## src/rtl/multicycle_ctrl_pkg.sv

```systemverilog
// Shared state, opcode and datapath-select encodings for the multi-cycle RV32I control path;
// the select encodings are also decoded by the sign-extend unit and the ALU.
package ctrl_pkg;

  typedef enum logic [2:0] {
    s_fetch  = 3'd0,
    s_decode = 3'd1,
    s_exec   = 3'd2,
    s_mem    = 3'd3,
    s_wb     = 3'd4,
    s_trap   = 3'd7
  } state_t;

  localparam logic [6:0] op_r   = 7'b0110011;
  localparam logic [6:0] op_i   = 7'b0010011;
  localparam logic [6:0] op_ld  = 7'b0000011;
  localparam logic [6:0] op_st  = 7'b0100011;
  localparam logic [6:0] op_br  = 7'b1100011;
  localparam logic [6:0] op_jal = 7'b1101111;

  localparam logic [2:0] imm_i = 3'd0;
  localparam logic [2:0] imm_s = 3'd1;
  localparam logic [2:0] imm_b = 3'd2;
  localparam logic [2:0] imm_j = 3'd3;

  localparam logic [1:0] alu_add   = 2'd0;
  localparam logic [1:0] alu_sub   = 2'd1;
  localparam logic [1:0] alu_funct = 2'd2;

  localparam logic [1:0] res_alu = 2'd0;
  localparam logic [1:0] res_mem = 2'd1;
  localparam logic [1:0] res_pc4 = 2'd2;

  function automatic logic op_legal(input logic [6:0] op);
    return op inside {op_r, op_i, op_ld, op_st, op_br, op_jal};
  endfunction

endpackage

```

## src/rtl/multicycle_ctrl_mem_wait_timer.sv

```systemverilog
// Counts request cycles that have not yet seen mem_ready; expired is high while the count is
// TIMEOUT-1, i.e. in the last cycle a stalled request is still allowed to complete.
module mem_wait_timer #(
  parameter int TIMEOUT = 16
) (
  input  logic clk,
  input  logic rst,
  input  logic clr,
  input  logic en,
  output logic expired
);

  localparam int TW = $clog2(TIMEOUT);
  localparam logic [TW-1:0] last = TW'(TIMEOUT - 1);

  logic [TW-1:0] cnt;

  always_ff @(posedge clk or negedge rst) begin
    if (!rst) begin
      cnt <= '0;
    end else if (clr) begin
      cnt <= '0;
    end else if (en) begin
      cnt <= cnt + 1'b1;
    end
  end

  assign expired = (cnt == last);

endmodule

```

## src/rtl/multicycle_ctrl.sv

```systemverilog
// Multi-cycle RV32I sequencer; enables are combinational from state/instr and a memory stall holds
// the state (up to TIMEOUT cycles, then TRAP). Define MULTICYCLE_INSTRET_EN for the instret counter.
module multicycle_ctrl
  import ctrl_pkg::*;
#(
  parameter int TIMEOUT = 16
) (
  input  logic        clk,
  input  logic        rst,
  input  logic        run,
  input  logic [31:0] instr,
  input  logic        eq,
  input  logic        mem_ready,
  output logic        mem_req,
  output logic        mem_we,
  output logic        addr_sel,
  output logic        ir_we,
  output logic        reg_we,
  output logic        pc_we,
  output logic        pc_src,
  output logic [2:0]  imm_src,
  output logic        alu_src,
  output logic [1:0]  alu_op,
  output logic [1:0]  result_src,
  output logic        retire,
  output logic        trap,
  output logic [2:0]  state,
  output logic [31:0] instret
);

  state_t     st, st_nxt;
  logic       trap_q;
  logic       expired;
  logic [6:0] opc;
  logic       taken;
  logic       unused_instr;

  assign opc          = instr[6:0];
  assign taken        = eq ^ instr[12];
  assign unused_instr = ^{instr[31:13], instr[11:7]};

  // Outputs are held at zero while reset is asserted so a pending request drops immediately.
  always_comb begin
    st_nxt     = st;
    mem_req    = 1'b0;
    mem_we     = 1'b0;
    addr_sel   = 1'b0;
    ir_we      = 1'b0;
    reg_we     = 1'b0;
    pc_we      = 1'b0;
    pc_src     = 1'b0;
    imm_src    = imm_i;
    alu_src    = 1'b0;
    alu_op     = alu_add;
    result_src = res_alu;
    retire     = 1'b0;
    if (rst) begin
      case (st)
        s_fetch: begin
          if (run) begin
            mem_req = 1'b1;
            if (mem_ready) begin
              ir_we  = 1'b1;
              st_nxt = s_decode;
            end else if (expired) begin
              st_nxt = s_trap;
            end
          end
        end
        s_decode: st_nxt = op_legal(opc) ? s_exec : s_trap;
        s_exec: begin
          case (opc)
            op_r: begin
              alu_op = alu_funct;
              st_nxt = s_wb;
            end
            op_i: begin
              alu_src = 1'b1;
              alu_op  = alu_funct;
              st_nxt  = s_wb;
            end
            op_ld, op_st: begin
              alu_src = 1'b1;
              imm_src = (opc == op_st) ? imm_s : imm_i;
              st_nxt  = s_mem;
            end
            op_br: begin
              alu_op  = alu_sub;
              imm_src = imm_b;
              pc_src  = taken;
              pc_we   = 1'b1;
              retire  = 1'b1;
              st_nxt  = s_fetch;
            end
            op_jal:  st_nxt = s_wb;
            default: st_nxt = s_trap;
          endcase
        end
        s_mem: begin
          mem_req  = 1'b1;
          addr_sel = 1'b1;
          mem_we   = (opc == op_st);
          if (mem_ready) begin
            if (opc == op_st) begin
              pc_we  = 1'b1;
              retire = 1'b1;
              st_nxt = s_fetch;
            end else begin
              st_nxt = s_wb;
            end
          end else if (expired) begin
            st_nxt = s_trap;
          end
        end
        s_wb: begin
          reg_we = 1'b1;
          pc_we  = 1'b1;
          retire = 1'b1;
          st_nxt = s_fetch;
          if (opc == op_ld) begin
            result_src = res_mem;
          end else if (opc == op_jal) begin
            result_src = res_pc4;
            pc_src     = 1'b1;
            imm_src    = imm_j;
          end
        end
        default: st_nxt = s_trap;
      endcase
    end
  end

  always_ff @(posedge clk or negedge rst) begin
    if (!rst) begin
      st     <= s_fetch;
      trap_q <= 1'b0;
    end else begin
      st <= st_nxt;
      if (st_nxt == s_trap) begin
        trap_q <= 1'b1;
      end
    end
  end

  // Any non-request cycle, or a completed request, restarts the wait count.
  mem_wait_timer #(.TIMEOUT(TIMEOUT)) u_wait (
    .clk     (clk),
    .rst     (rst),
    .clr     (!mem_req || mem_ready),
    .en      (mem_req && !mem_ready),
    .expired (expired)
  );

  assign state = st;
  assign trap  = trap_q;

`ifdef MULTICYCLE_INSTRET_EN
  logic [31:0] instret_q;

  always_ff @(posedge clk or negedge rst) begin
    if (!rst) begin
      instret_q <= '0;
    end else if (retire) begin
      instret_q <= instret_q + 32'd1;
    end
  end

  assign instret = instret_q;
`else
  assign instret = '0;
`endif

endmodule

```

## config.mk

```make
export PLATFORM = sky130hd
export DESIGN_NAME = multicycle_ctrl
export DESIGN_NICKNAME = d
export VERILOG_FILES = /design/src/rtl/multicycle_ctrl_pkg.sv /design/src/rtl/multicycle_ctrl_mem_wait_timer.sv /design/src/rtl/multicycle_ctrl.sv
export SDC_FILE = /design/constraint.sdc
export NUM_CORES = 1
export LEC_CHECK = 0
export ABC_AREA = 1
export CORE_ASPECT_RATIO = 0.8
export CORE_MARGIN = 4
export CORE_UTILIZATION = 35
export DETAILED_ROUTE_END_ITERATION = 12
export PLACE_DENSITY = 0.87
export SLEW_MARGIN = 10
export SYNTH_ARGS = -nofsm -noshare
export SYNTH_HDL_FRONTEND = slang
export SYNTH_HIERARCHICAL = 1
export SYNTH_SLANG_ARGS = --single-unit
```

## constraint.sdc

```tcl
create_clock -name clk -period 2.2 [get_ports clk]
set_input_delay 0.33 -clock clk [delete_from_list [all_inputs] [get_ports clk]]
set_output_delay 0.33 -clock clk [all_outputs]
set_load 0.02 [all_outputs]
```

## Word level (Yosys, flattened, before mapping)

Index checks and enable logic that the tools add are counted.
W data, S select, Z words.

- Flip-flop bits (word level): 8
- Latch bits: 0
- Memory bits (writable): 0
- Bits in read-only memories: 0
- Input bits: 37
- Output and inout port bits: 52
- Memories: 0

- Add/sub/neg operators: 1
- Multipliers: 0
- Div/mod/pow operators: 0
- $lt $le $gt $ge: 0
- Eq/ne operators: 12
- Shift-type cells: 0
- Mux-type cells: 50
- Bitwise gates (word level): 1
- Reduce and logical (&&, ||, !) cells: 11

Operator list:

| cell | count |
|---|---|
| $mux W1 | 24 |
| $mux W3 | 7 |
| $mux W2 | 9 |
| $pmux W3 S5 | 1 |
| $eq A7 B6 Y1 const B | 2 |
| $eq A7 B7 Y1 const B | 2 |
| $pmux W2 S2 | 3 |
| $pmux W3 S3 | 1 |
| $mux W4 | 2 |
| $eq A7 B2 Y1 const B | 1 |
| $eq A7 B5 Y1 const B | 1 |
| $eq A3 B2 Y1 const B | 2 |
| $eq A3 B3 Y1 const B | 2 |
| $reduce_bool A6 Y1 | 1 |
| $reduce_or A3 Y1 | 2 |
| $add A4 B1 Y4 const B | 1 |
| $eq A4 B4 Y1 const B | 1 |
| $pmux W1 S2 | 2 |
| $reduce_or A2 Y1 | 2 |
| $eq A3 B1 Y1 const B | 1 |
| $logic_not A3 Y1 | 1 |
| $pmux W1 S3 | 1 |
| $logic_not A1 Y1 | 2 |
| $reduce_bool A2 Y1 | 1 |
| 3 further kinds | 3 |

## Depth between registers and ports, before layout

- Word-level depth: 7
- Gate-level depth with buffers: 13
- Mapped depth without buffers: 13

## By module

Netlist, hierarchy kept.

Modules (own cells, without submodules):

| module | times used | cells an instance | area each (um^2) | sequential area each (um^2) |
|---|---|---|---|---|
| multicycle_ctrl | 1 | 138 | 829.5 | 100.1 |
| mem_wait_timer | 1 | 26 | 211.5 | 100.1 |

## Worst setup path before layout

Ideal clock, no wire load.

- Path type: register to output
- Start: reg st[2], in the netlist state[2]
- End: out retire
- Data arrival time: 1.996 ns
- Slack: -0.126 ns
- Stages on the path, launching flop included: 9
- Path buffers: 1
- Path through: dfrtp_1 -> inv_2 -> nand2_2 -> nor2_4 -> inv_2 -> nor3_1 -> nor2_1 -> o21ai_0 -> buf_4

- Word-level cells in the longest chain between the ends: 3
- Elaborated cells between the ends (all ways): 5

RTL lines:

| element | RTL line | source |
|---|---|---|
| start, declared | multicycle_ctrl.sv:31 | `state_t st, st_nxt;` |
| start signal, assigned | multicycle_ctrl.sv:135 | `st <= s_fetch;` |
| start signal, assigned | multicycle_ctrl.sv:138 | `st <= st_nxt;` |
| $eq A3 B3 Y1 or $eq A3 B2 Y1 (tied branches) | -- |  |
| $pmux W1 S3 (*) | -- |  |
| $mux W1 (*) | -- |  |
| end, declared | multicycle_ctrl.sv:25 | `output logic retire,` |

Every way passes the cells marked *; elsewhere a longest branch is shown, timed or not.

## Final worst setup path

- Start: in instr[1]
- End: out result_src[1]

- Word-level cells in the longest chain between the ends: 5
- Elaborated cells between the ends (all ways): 6

RTL lines:

| element | RTL line | source |
|---|---|---|
| start, declared | multicycle_ctrl.sv:11 | `input logic [31:0] instr,` |
| $eq A7 B7 Y1 | multicycle_ctrl.sv:122 | `end else if (opc == op_jal) begin` |
| $mux W2 | multicycle_ctrl.sv:122 |  |
| $mux W2 (*) | multicycle_ctrl.sv:120 | `if (opc == op_ld) begin` |
| $mux W2 (*) | multicycle_ctrl.sv:58 | `case (st)` |
| $mux W2 (*) | multicycle_ctrl.sv:57 | `if (rst) begin` |
| end, declared | multicycle_ctrl.sv:24 | `output logic [1:0] result_src,` |

Marks and branches as above.

==> reports/metrics.csv <==
metric,value,unit
drt_iter0_drc,24,
yosysUniqueCellTypes,24,
outcome,finished clean,
skew,0.00292,ns
antenna_found_initial,0,
timing.fmax,483,MHz
fin_setup_tns,0,ns
post-synth-top-count-cell,buf_4,
cts_buffers,3,
postCtsSetupBuffers,0,
synth_top_area_share,24.5,%
max_stage_delay,0.46,ns
synthTopCellsByCount,"34 x buf_4, 26 x nor2_1, 20 x inv_1",
rsz0062_at_grt,no,
r2r_setup_slack,0.47,ns
final_nets,260,
avgSynthCellArea,6.35,sq um
finalHoldViolCount,0,
cts_buffer_depth,2,
n_antenna_cell,0,
layout-drive-gt1-share,25.5,%
gr-total-overflow,0,
synth_area_leaders,"buf_4 25%, dfrtp_1 19%, nor2_1 9.4%, inv_1 7.2%, nand2_1 6.9%",
dr.pass1.iters,4,
synth-warning-count,6,
dpl.hpwl,2.15,mm
crit_slowest_cell,clkdlybuf4s50_1,
ys.flop_type,dfrtp_1,
yosys.area.top_type,buf_4,
dieArea,3920,sq um
synth_area,1040,sq um
powerDensity,572,nW/um^2
r2r_end,u_wait/cnt[3],
ctsHoldBuffers,0,
gp_congestion,0.908,
path_clk_slew,0.04,ns
die_w,69.0,microns
htree_levels,1,
coreArea,2810,sq um
wirelength,2.46,mm
syn_to_final_growth,40.9,%
crit_path_frequent_cell,nor2_1,
placed_area,1450,sq um
crit_buf_inv,3,
ir_drop,520,uV
cts_tree,done,
crit_type,primary input to primary output,
grt_max_degree,10,
drc,0,
synth_edf_count,0,
maxSlewViolCount,0,
std_cell_rows,17,
clkLatencyLatePin,0.22,ns
ant_nets,0,
p_total,0.000839,W
final_cell_area,1470,sq um
crit_chain,"clkdlybuf4s50_1, nand2_1, nor2_1, nand3_2, buf_4, nor2_1, dlygate4sd2_1",
via_per_inst,4.11,
crit_family,buffers and inverters,
grt_pass1_wl,4.09,mm
setup_viol,0,
hold_class,primary input to asynchronous set/reset pin,
grt_pass1_vias,968,
start_kind,primary input,
cts.sinks,8,
synth-seq-area-share,19.2,%
maxCapViolations,0,
whs,0.438,ns
cp_max_fo,3,
start_util,37.1,%
dieHeight,56.8,microns
root_buffer,clkbuf_8,
final_util,52.2,%
ys_ff_latch,8,
cp-end-kind,primary output,
arrival,1.74,ns
r2r-start,state[1],
post-route-min-period,2.07,ns
netlist_instances,164,
r2r_cells,11,
io_buffers,31,
cp.required,1.87,ns
min_period_over_period,94.2,%
ios,89,
vias,1061,
routedWlPerCell,9.52,microns
synthArstFlopShare,100,%
p_leak,0.818,nW
grt_use_total,13.2,%
## worst max path at each step
stage,from,to,slack (ns),depth (start not counted)
finish,instr[1],result_src[1],0.13,7
global route,instr[1],result_src[0],0.009,7
CTS,rst,addr_sel,0.01,5
detailed placement,instr[5],pc_src,-0.33,9
global placement,instr[5],pc_src,-0.29,9
floorplan,state[0],retire,0.08,5
## placed cells by master, fill, tap and decap left out, drive strengths merged
master         Yosys  final
nand3b             1      1
o21ai              4      4
xnor2              1      1
buf               34     26
clkdlybuf4s50      0     15
dlymetal6s2s       0      3
clkbuf             0      8
inv               25     25
nand2             24     24
nor3               3      3
conb               1     33
a211oi             1      1
nand3             14     14
ha                 1      1
a21oi              8      8
a21boi             1      1
nand4              4      4
nor2              33     33
dfrtp              8      8
dlygate4sd2        0      5
nor4               1      1
dlygate4sd1        0      1
## cell families (layout without fill, tap and decap cells)
kind of cell	Yosys count	in the layout	synth area share, %
and+or+nand+nor	80	80	37.3
AOI/OAI and AO/OA	14	14	7.57
DFF	8	8	19.2
buffers and inverters	59	83	33.5
other	1	33	0.360
xor gates and xnor gates	1	1	0.841
adders and majority gates	1	1	1.20
## layout make-up
class	instances	area [sq um]
Clock buffer	3	41.3
Fill cell	285	1340
Inverter	25	93.8
Multi-Input combinational cell	129	623
Sequential cell	8	200
Tap cell	38	47.5
Timing Repair Buffer	55	460
## metal layers
metal / vias up / wire, microns / global-route usage [%]
li1: 563 / - / -
met1: 454 / 1160 / 20.1
met2: 44 / 1080 / 19.4
met3: 0 / 220 / 3.20
met4: 0 / 0 / 0.833
met5: - / 0 / 0
## power breakdown
group / switching, W / leakage, nW / internal, W
clock network: 0.0000526 / 0.0216 / 0.000118
logic: 0.000291 / 0.705 / 0.000183
registers: 0.0000219 / 0.0919 / 0.000173
## per-stage QoR
stage | worst slack, ns | instances
4_1_cts | 0.00981 | 258
5_1_grt | 0.00851 | 258
6_report | 0.129 | 258
3_5_place_dp | -0.329 | 255
3_3_place_gp | -0.286 | 255
2_1_floorplan | 0.0833 | 196
## timing repair
item / in CTS / in global routing
endpoints found under the setup margin: 13 / 10
gates resized for setup: 16 / 21
pin swaps: 0 / 1
## state kept, by name, summed over array words and instances (netlist names)
| signal | count |
|---|---|
| trap | 1 |
| state | 3 |
| u_wait/cnt | 4 |
No activity file was read; power rests on OpenSTA's default activity.
